==> config.mk <==
export PLATFORM = sky130hd
export DESIGN_NAME = innings_controller
export DESIGN_NICKNAME = d
export VERILOG_FILES = /design/src/rtl/cricket_pkg.sv /design/src/rtl/ball_outcome_decoder.sv /design/src/rtl/innings_controller.sv
export SDC_FILE = /design/constraint.sdc
export NUM_CORES = 1
export LEC_CHECK = 0
export BUFFER_PORTS_ARGS = -buffer_cell sky130_fd_sc_hd__clkbuf_2
export CORE_AREA = 3 3 68 96
export CTS_CLUSTER_DIAMETER = 40
export CTS_CLUSTER_SIZE = 16
export DETAILED_ROUTE_END_ITERATION = 8
export DIE_AREA = 0 0 71 99
export PLACE_DENSITY_LB_ADDON = 0.2
export SKIP_CTS_REPAIR_TIMING = 1
export SYNTH_ARGS = -nofsm -noshare
export SYNTH_HDL_FRONTEND = slang
export SYNTH_HIERARCHICAL = 1
export SYNTH_SLANG_ARGS = --single-unit
export TNS_END_PERCENT = 50
==> constraint.sdc <==
create_clock -name clk -period 3.9 [get_ports clk]
set_input_delay 0.195 -clock clk [delete_from_list [all_inputs] [get_ports clk]]
set_output_delay 0.195 -clock clk [all_outputs]
set_load 0.02 [all_outputs]
==> src/rtl/cricket_pkg.sv <==
// Shared types for the innings controller: ball outcome codes, FSM states
// and the width/saturation limit of the innings run total.
package cricket_pkg;

   localparam int           RUN_W   = 10;
   localparam logic [9:0]   RUN_SAT = 10'd1023;

   typedef enum logic [3:0] {
      OC_DOT    = 4'd0,
      OC_ONE    = 4'd1,
      OC_TWO    = 4'd2,
      OC_THREE  = 4'd3,
      OC_FOUR   = 4'd4,
      OC_SIX    = 4'd6,
      OC_WICKET = 4'd8,
      OC_WIDE   = 4'd9
   } outcome_t;

   typedef enum logic [1:0] {
      ST_IDLE   = 2'd0,
      ST_READY  = 2'd1,
      ST_UPDATE = 2'd2,
      ST_DONE   = 2'd3
   } state_t;

endpackage

==> src/rtl/ball_outcome_decoder.sv <==
// Combinational map from a 4-bit random sample to a ball outcome, its run
// value and whether it counts as a legal ball and/or a wicket.
module ball_outcome_decoder
   import cricket_pkg::*;
(
   input  logic [3:0] rand_in,
   output outcome_t   code,
   output logic [2:0] run_val,
   output logic       is_legal,
   output logic       is_wicket
);

   always_comb begin
      code    = OC_DOT;
      run_val = 3'd0;
      case (rand_in)
         4'd1, 4'd2:        begin code = OC_WICKET; run_val = 3'd0; end
         4'd6, 4'd7, 4'd8:  begin code = OC_ONE;    run_val = 3'd1; end
         4'd9, 4'd10:       begin code = OC_TWO;    run_val = 3'd2; end
         4'd11:             begin code = OC_THREE;  run_val = 3'd3; end
         4'd12, 4'd13:      begin code = OC_FOUR;   run_val = 3'd4; end
         4'd14:             begin code = OC_SIX;    run_val = 3'd6; end
         4'd15:             begin code = OC_WIDE;   run_val = 3'd1; end
         default:           begin code = OC_DOT;    run_val = 3'd0; end
      endcase
   end

   assign is_legal  = (code != OC_WIDE);
   assign is_wicket = (code == OC_WICKET);

endmodule

==> src/rtl/innings_controller.sv <==
// Sequences one innings: latches the LFSR sample on a bowl request, applies the
// decoded outcome one cycle later and stops at the over or wicket limit.
module innings_controller
   import cricket_pkg::*;
#(
   parameter int MAX_OVERS      = 20,
   parameter int MAX_WICKETS    = 10,
   parameter int BALLS_PER_OVER = 6
) (
   input  logic             clk,
   input  logic             rst,
   input  logic             start,
   input  logic             bowl_req,
   input  logic [3:0]       rand_in,
   output logic             bowl_ack,
   output logic [3:0]       outcome,
   output logic [RUN_W-1:0] runs,
   output logic [3:0]       wickets,
   output logic [4:0]       overs,
   output logic [2:0]       balls_in_over,
   output logic             busy,
   output logic             innings_done
);

   localparam logic [4:0] OVERS_LIM   = 5'(MAX_OVERS);
   localparam logic [3:0] WICKETS_LIM = 4'(MAX_WICKETS);
   localparam logic [3:0] BALLS_LIM   = 4'(BALLS_PER_OVER);

   state_t           state_reg, state_next;
   logic [3:0]       sample_reg, sample_next;
   logic [RUN_W-1:0] runs_reg, runs_next;
   logic [3:0]       wickets_reg, wickets_next;
   logic [4:0]       overs_reg, overs_next;
   logic [2:0]       balls_reg, balls_next;
   outcome_t         outcome_reg, outcome_next;
   logic             ack_reg, ack_next;

   outcome_t   dec_code;
   logic [2:0] dec_run;
   logic       dec_legal;
   logic       dec_wicket;

   ball_outcome_decoder u_decoder (
      .rand_in   (sample_reg),
      .code      (dec_code),
      .run_val   (dec_run),
      .is_legal  (dec_legal),
      .is_wicket (dec_wicket)
   );

   // Counter values as they would be after applying the latched ball.
   logic [RUN_W:0]   run_sum;
   logic [RUN_W-1:0] runs_upd;
   logic [3:0]       balls_inc;
   logic             over_end;
   logic [2:0]       balls_upd;
   logic [4:0]       overs_upd;
   logic [3:0]       wickets_upd;

   always_comb begin
      run_sum     = {1'b0, runs_reg} + {8'd0, dec_run};
      runs_upd    = (run_sum > {1'b0, RUN_SAT}) ? RUN_SAT : run_sum[RUN_W-1:0];
      balls_inc   = {1'b0, balls_reg} + 4'd1;
      over_end    = dec_legal && (balls_inc == BALLS_LIM);
      balls_upd   = !dec_legal ? balls_reg : (over_end ? 3'd0 : balls_inc[2:0]);
      overs_upd   = overs_reg + {4'd0, over_end};
      wickets_upd = wickets_reg + {3'd0, dec_wicket};
   end

   always_comb begin
      state_next   = state_reg;
      sample_next  = sample_reg;
      runs_next    = runs_reg;
      wickets_next = wickets_reg;
      overs_next   = overs_reg;
      balls_next   = balls_reg;
      outcome_next = outcome_reg;
      ack_next     = 1'b0;
      case (state_reg)
         ST_IDLE, ST_DONE: begin
            if (start) begin
               runs_next    = '0;
               wickets_next = '0;
               overs_next   = '0;
               balls_next   = '0;
               outcome_next = OC_DOT;
               state_next   = ST_READY;
            end
         end
         ST_READY: begin
            if (bowl_req) begin
               sample_next = rand_in;
               state_next  = ST_UPDATE;
            end
         end
         ST_UPDATE: begin
            runs_next    = runs_upd;
            wickets_next = wickets_upd;
            overs_next   = overs_upd;
            balls_next   = balls_upd;
            outcome_next = dec_code;
            ack_next     = 1'b1;
            state_next   = (wickets_upd == WICKETS_LIM || overs_upd == OVERS_LIM)
                           ? ST_DONE : ST_READY;
         end
         default: state_next = ST_IDLE;
      endcase
   end

   always_ff @(posedge clk) begin
      if (rst) begin
         state_reg   <= ST_IDLE;
         sample_reg  <= '0;
         runs_reg    <= '0;
         wickets_reg <= '0;
         overs_reg   <= '0;
         balls_reg   <= '0;
         outcome_reg <= OC_DOT;
         ack_reg     <= 1'b0;
      end else begin
         state_reg   <= state_next;
         sample_reg  <= sample_next;
         runs_reg    <= runs_next;
         wickets_reg <= wickets_next;
         overs_reg   <= overs_next;
         balls_reg   <= balls_next;
         outcome_reg <= outcome_next;
         ack_reg     <= ack_next;
      end
   end

   assign bowl_ack      = ack_reg;
   assign outcome       = outcome_reg;
   assign runs          = runs_reg;
   assign wickets       = wickets_reg;
   assign overs         = overs_reg;
   assign balls_in_over = balls_reg;
   assign busy          = (state_reg == ST_READY) || (state_reg == ST_UPDATE);
   assign innings_done  = (state_reg == ST_DONE);

endmodule

==> impl_metrics.csv <==
group,metric,value,unit
status,status,"finished clean",
flow_run,maxCapViolations,0,
floorplan,core_area,5780,um2
timing,fmax,389,MHz
power,total_power,0.000688,W
floorplan,start_util,0.347,
placed_design,placed_area,2200,um2
grt,grt_max_degree,33,
timing,worst_pin_slew,0.793,ns
drt,drt_first_pass_iters,4,
placed_design,gp_congestion,0.754,
grt,antenna_found_initial,0,
cells_and_area,largest_register_ffs,10,
critical_path,start_kind,"flop",
floorplan,die_x,71,um
yosys,synth.area.top_cells,"dfxtp_1 33%, ha_1 8.7%, a21oi_1 4.0%",
drt,vias,1813,
placed_design,io_buffers,36,
timing,hold_violations,0,
cells_and_area,finish.utilization,0.395,
grt,grt_overflow_total,0,
critical_path,cp-end-kind,"flop",
floorplan,dieArea,7030,um2
clock_tree,clk_latency,0.29,ns
power,ir_worst_vdd,0.000156,V
grt,grt_first_pass_wirelength,8.30,mm
yosys,synth.distinct_cells,62,
hold_path,hold_path_class,"input pin to flop",
clock_tree,clkSinkCount,33,
yosys,ys_async_sr_fraction,0,
cells_and_area,n_fill_cell,639,
critical_path,crit_start,"sample_reg[1]$_SDFFE_PP0P_",
yosys,syn_inst,230,
drt,wirelength,4.90,mm
grt,grt_pass1_vias,1704,
yosys,synth_edf_count,0,
yosys,syn_nets,253,
power,powerDensity,301,nW/um2
cells_and_area,fin_nets,284,
yosys,syn_area,2010,um2
timing,fin_crit_sh,0.659,
critical_path,cp_data_arrival_time,2.71,ns
timing,relSlewSlack,0.471,
yosys,synth_commonest_cells,"33 x dfxtp_1, 18 x nand2_1, 16 x a21oi_1, 16 x nor2_1, 14 x ha_1",
cells_and_area,multi_input_area,1230,um2
timing,fin_crit,2.57,ns
clock_tree,cts_root_buf,"clkbuf_8",
clock_tree,clkSlewWorstSetupHoldPaths,0.07,ns
critical_path,worst_ep_required_time,4.04,ns
grt,track_usage,0.147,
timing,drv_slew,0,
timing,skew,0.00656,ns
clock_tree,cts_tree,"done",
timing,rsz0062_at_grt,"false",
power,p_leak,0.910,nW
yosys,synth_top_area_frac,0.329,
critical_path,path_max_fanout,6,
yosys,synth_seq_cells,33,
yosys,synth_top_flop_cell,"dfxtp_1",
placed_design,dp_hpwl,3.55,mm
clock_tree,clk_path_buf_depth,2,
timing,setup_viol,0,
clock_tree,cts_made_buffers,5,
cells_and_area,stdcell_area,2280,um2
critical_path,r2r_start,"sample_reg[1]$_SDFFE_PP0P_",
yosys,synth_most_common_cell,"dfxtp_1",
timing,setup_tns,0,ns
critical_path,critical_path_class,"flop to flop",
yosys,avgSynthCellArea,8.72,um2
floorplan,io_pins,37,
yosys,synth_warnings,6,
cells_and_area,regArea,661,um2
drt,ant_nets,0,
yosys,seq_area_frac_synth,0.329,
hold_path,min_from,"rand_in[2]",
yosys,synth_largest_area_cell,"dfxtp_1",
floorplan,die_y,99,um
drt,drc,0,
cells_and_area,drive_above_1_share,0.233,
cells_and_area,area_growth,13.9,%
drt,wl_per_cell,14.8,um
clock_tree,cts_htree_levels,2,
drt,drt_iter0_drc,87,
drt,vias_per_cell,5.46,
floorplan,rows,33,
cells_and_area,n_antenna_cell,0,
per-layer routing:
| metal | vias up | GRT usage | part of all wire |
|---|---|---|---|
| li1 | 905 | - | - |
| met1 | 871 | 0.178 | 0.44 |
| met2 | 29 | 0.247 | 0.50 |
| met3 | 8 | 0.0337 | 0.036 |
| met4 | 0 | 0.0637 | 0.019 |
| met5 | - | 0 | 0 |
through the flow:
| step | hold WS (ns) | setup WS (ns) | std cells |
|---|---|---|---|
| 2_1_floorplan | 0.343 | 1.56 | 230 |
| 3_3_place_gp | 0.438 | 1.39 | 324 |
| 3_5_place_dp | 0.437 | 1.34 | 324 |
| 4_1_cts | 0.123 | 1.32 | 332 |
| 5_1_grt | 0.128 | 1.08 | 332 |
| 6_report | 0.136 | 1.33 | 332 |
final timing paths:
kind / to / slack [ns] / depth (start not counted)
setup / recovery: runs[6]$_SDFFE_PP0P_ / 1.33 / 10
hold / removal: sample_reg[2]$_SDFFE_PP0P_ / 0.14 / 3
setup reg to reg: runs[6]$_SDFFE_PP0P_ / 1.33 / 10
hold reg to reg: runs[1]$_SDFFE_PP0P_ / 0.51 / 2
critical path, stage by stage, from the launching register on:
cell      delay, ns
dfxtp_1        0.41
ha_1           0.27
nand2b_1       0.08
a31o_1         0.22
ha_1           0.24
inv_1          0.07
fa_1           0.39
nor2b_1        0.24
o21ai_0        0.20
o221ai_1       0.21
a21oi_1        0.10
power by group:
part | internal [W] | leakage (nW) | switching (W) | total, W
registers | 0.000341 | 0.266 | 0.00000548 | 0.000346
clock network | 0.000123 | 0.0439 | 0.000137 | 0.000260
logic | 0.0000285 | 0.599 | 0.0000533 | 0.0000818
total | 0.000493 | 0.910 | 0.000195 | 0.000688
cells by family (layout without fill, tap and decap cells):
group	count (synthesis)	after routing	synth area share
compound gates	73	73	0.261
xor+xnor	4	4	0.0175
fa+ha+maj	15	15	0.0973
buf+inv	23	55	0.0580
flops	33	33	0.329
mux	3	3	0.0237
simple gates	79	79	0.213
layout make-up:
| cell class | instances | area share |
|---|---|---|
| tap | 70 | 0.0383 |
| clock inverter | 3 | 0.00767 |
| timing repair buffer | 36 | 0.0789 |
| clock buffer | 5 | 0.0301 |
| sequential | 33 | 0.289 |
| multi-input combinational | 174 | 0.538 |
| inverter | 11 | 0.0181 |
placed cells by master (no fill, tap or decap), types with 2 or more instances in the layout:
cell      Yosys  routed
a211o_1       2       2
a211oi_1      2       2
a21boi_1      2       2
a21oi_1      16      16
a22oi_1       8       8
a311oi_1      2       2
a31oi_1       3       3
a32o_1        2       2
a41o_1        2       2
and2_1        2       2
and3_1        4       4
clkbuf_2      0      36
clkbuf_8      0       5
clkinv_2      0       2
dfxtp_1      33      33
ha_1         14      14
inv_1        10      10
nand2_1      18      18
nand2b_1      5       5
nand3_1       7       7
nand3_2       2       2
nand3b_1      2       2
nor2_1       16      16
nor2_2        2       2
nor2b_1       6       6
nor3_1        4       4
nor4_1        2       2
o211ai_1      4       4
o21ai_0      11      11
o21ai_1       3       3
or3_1         2       2
xnor2_1       2       2
xor2_1        2       2
Power figures use the tool's default switching activity.
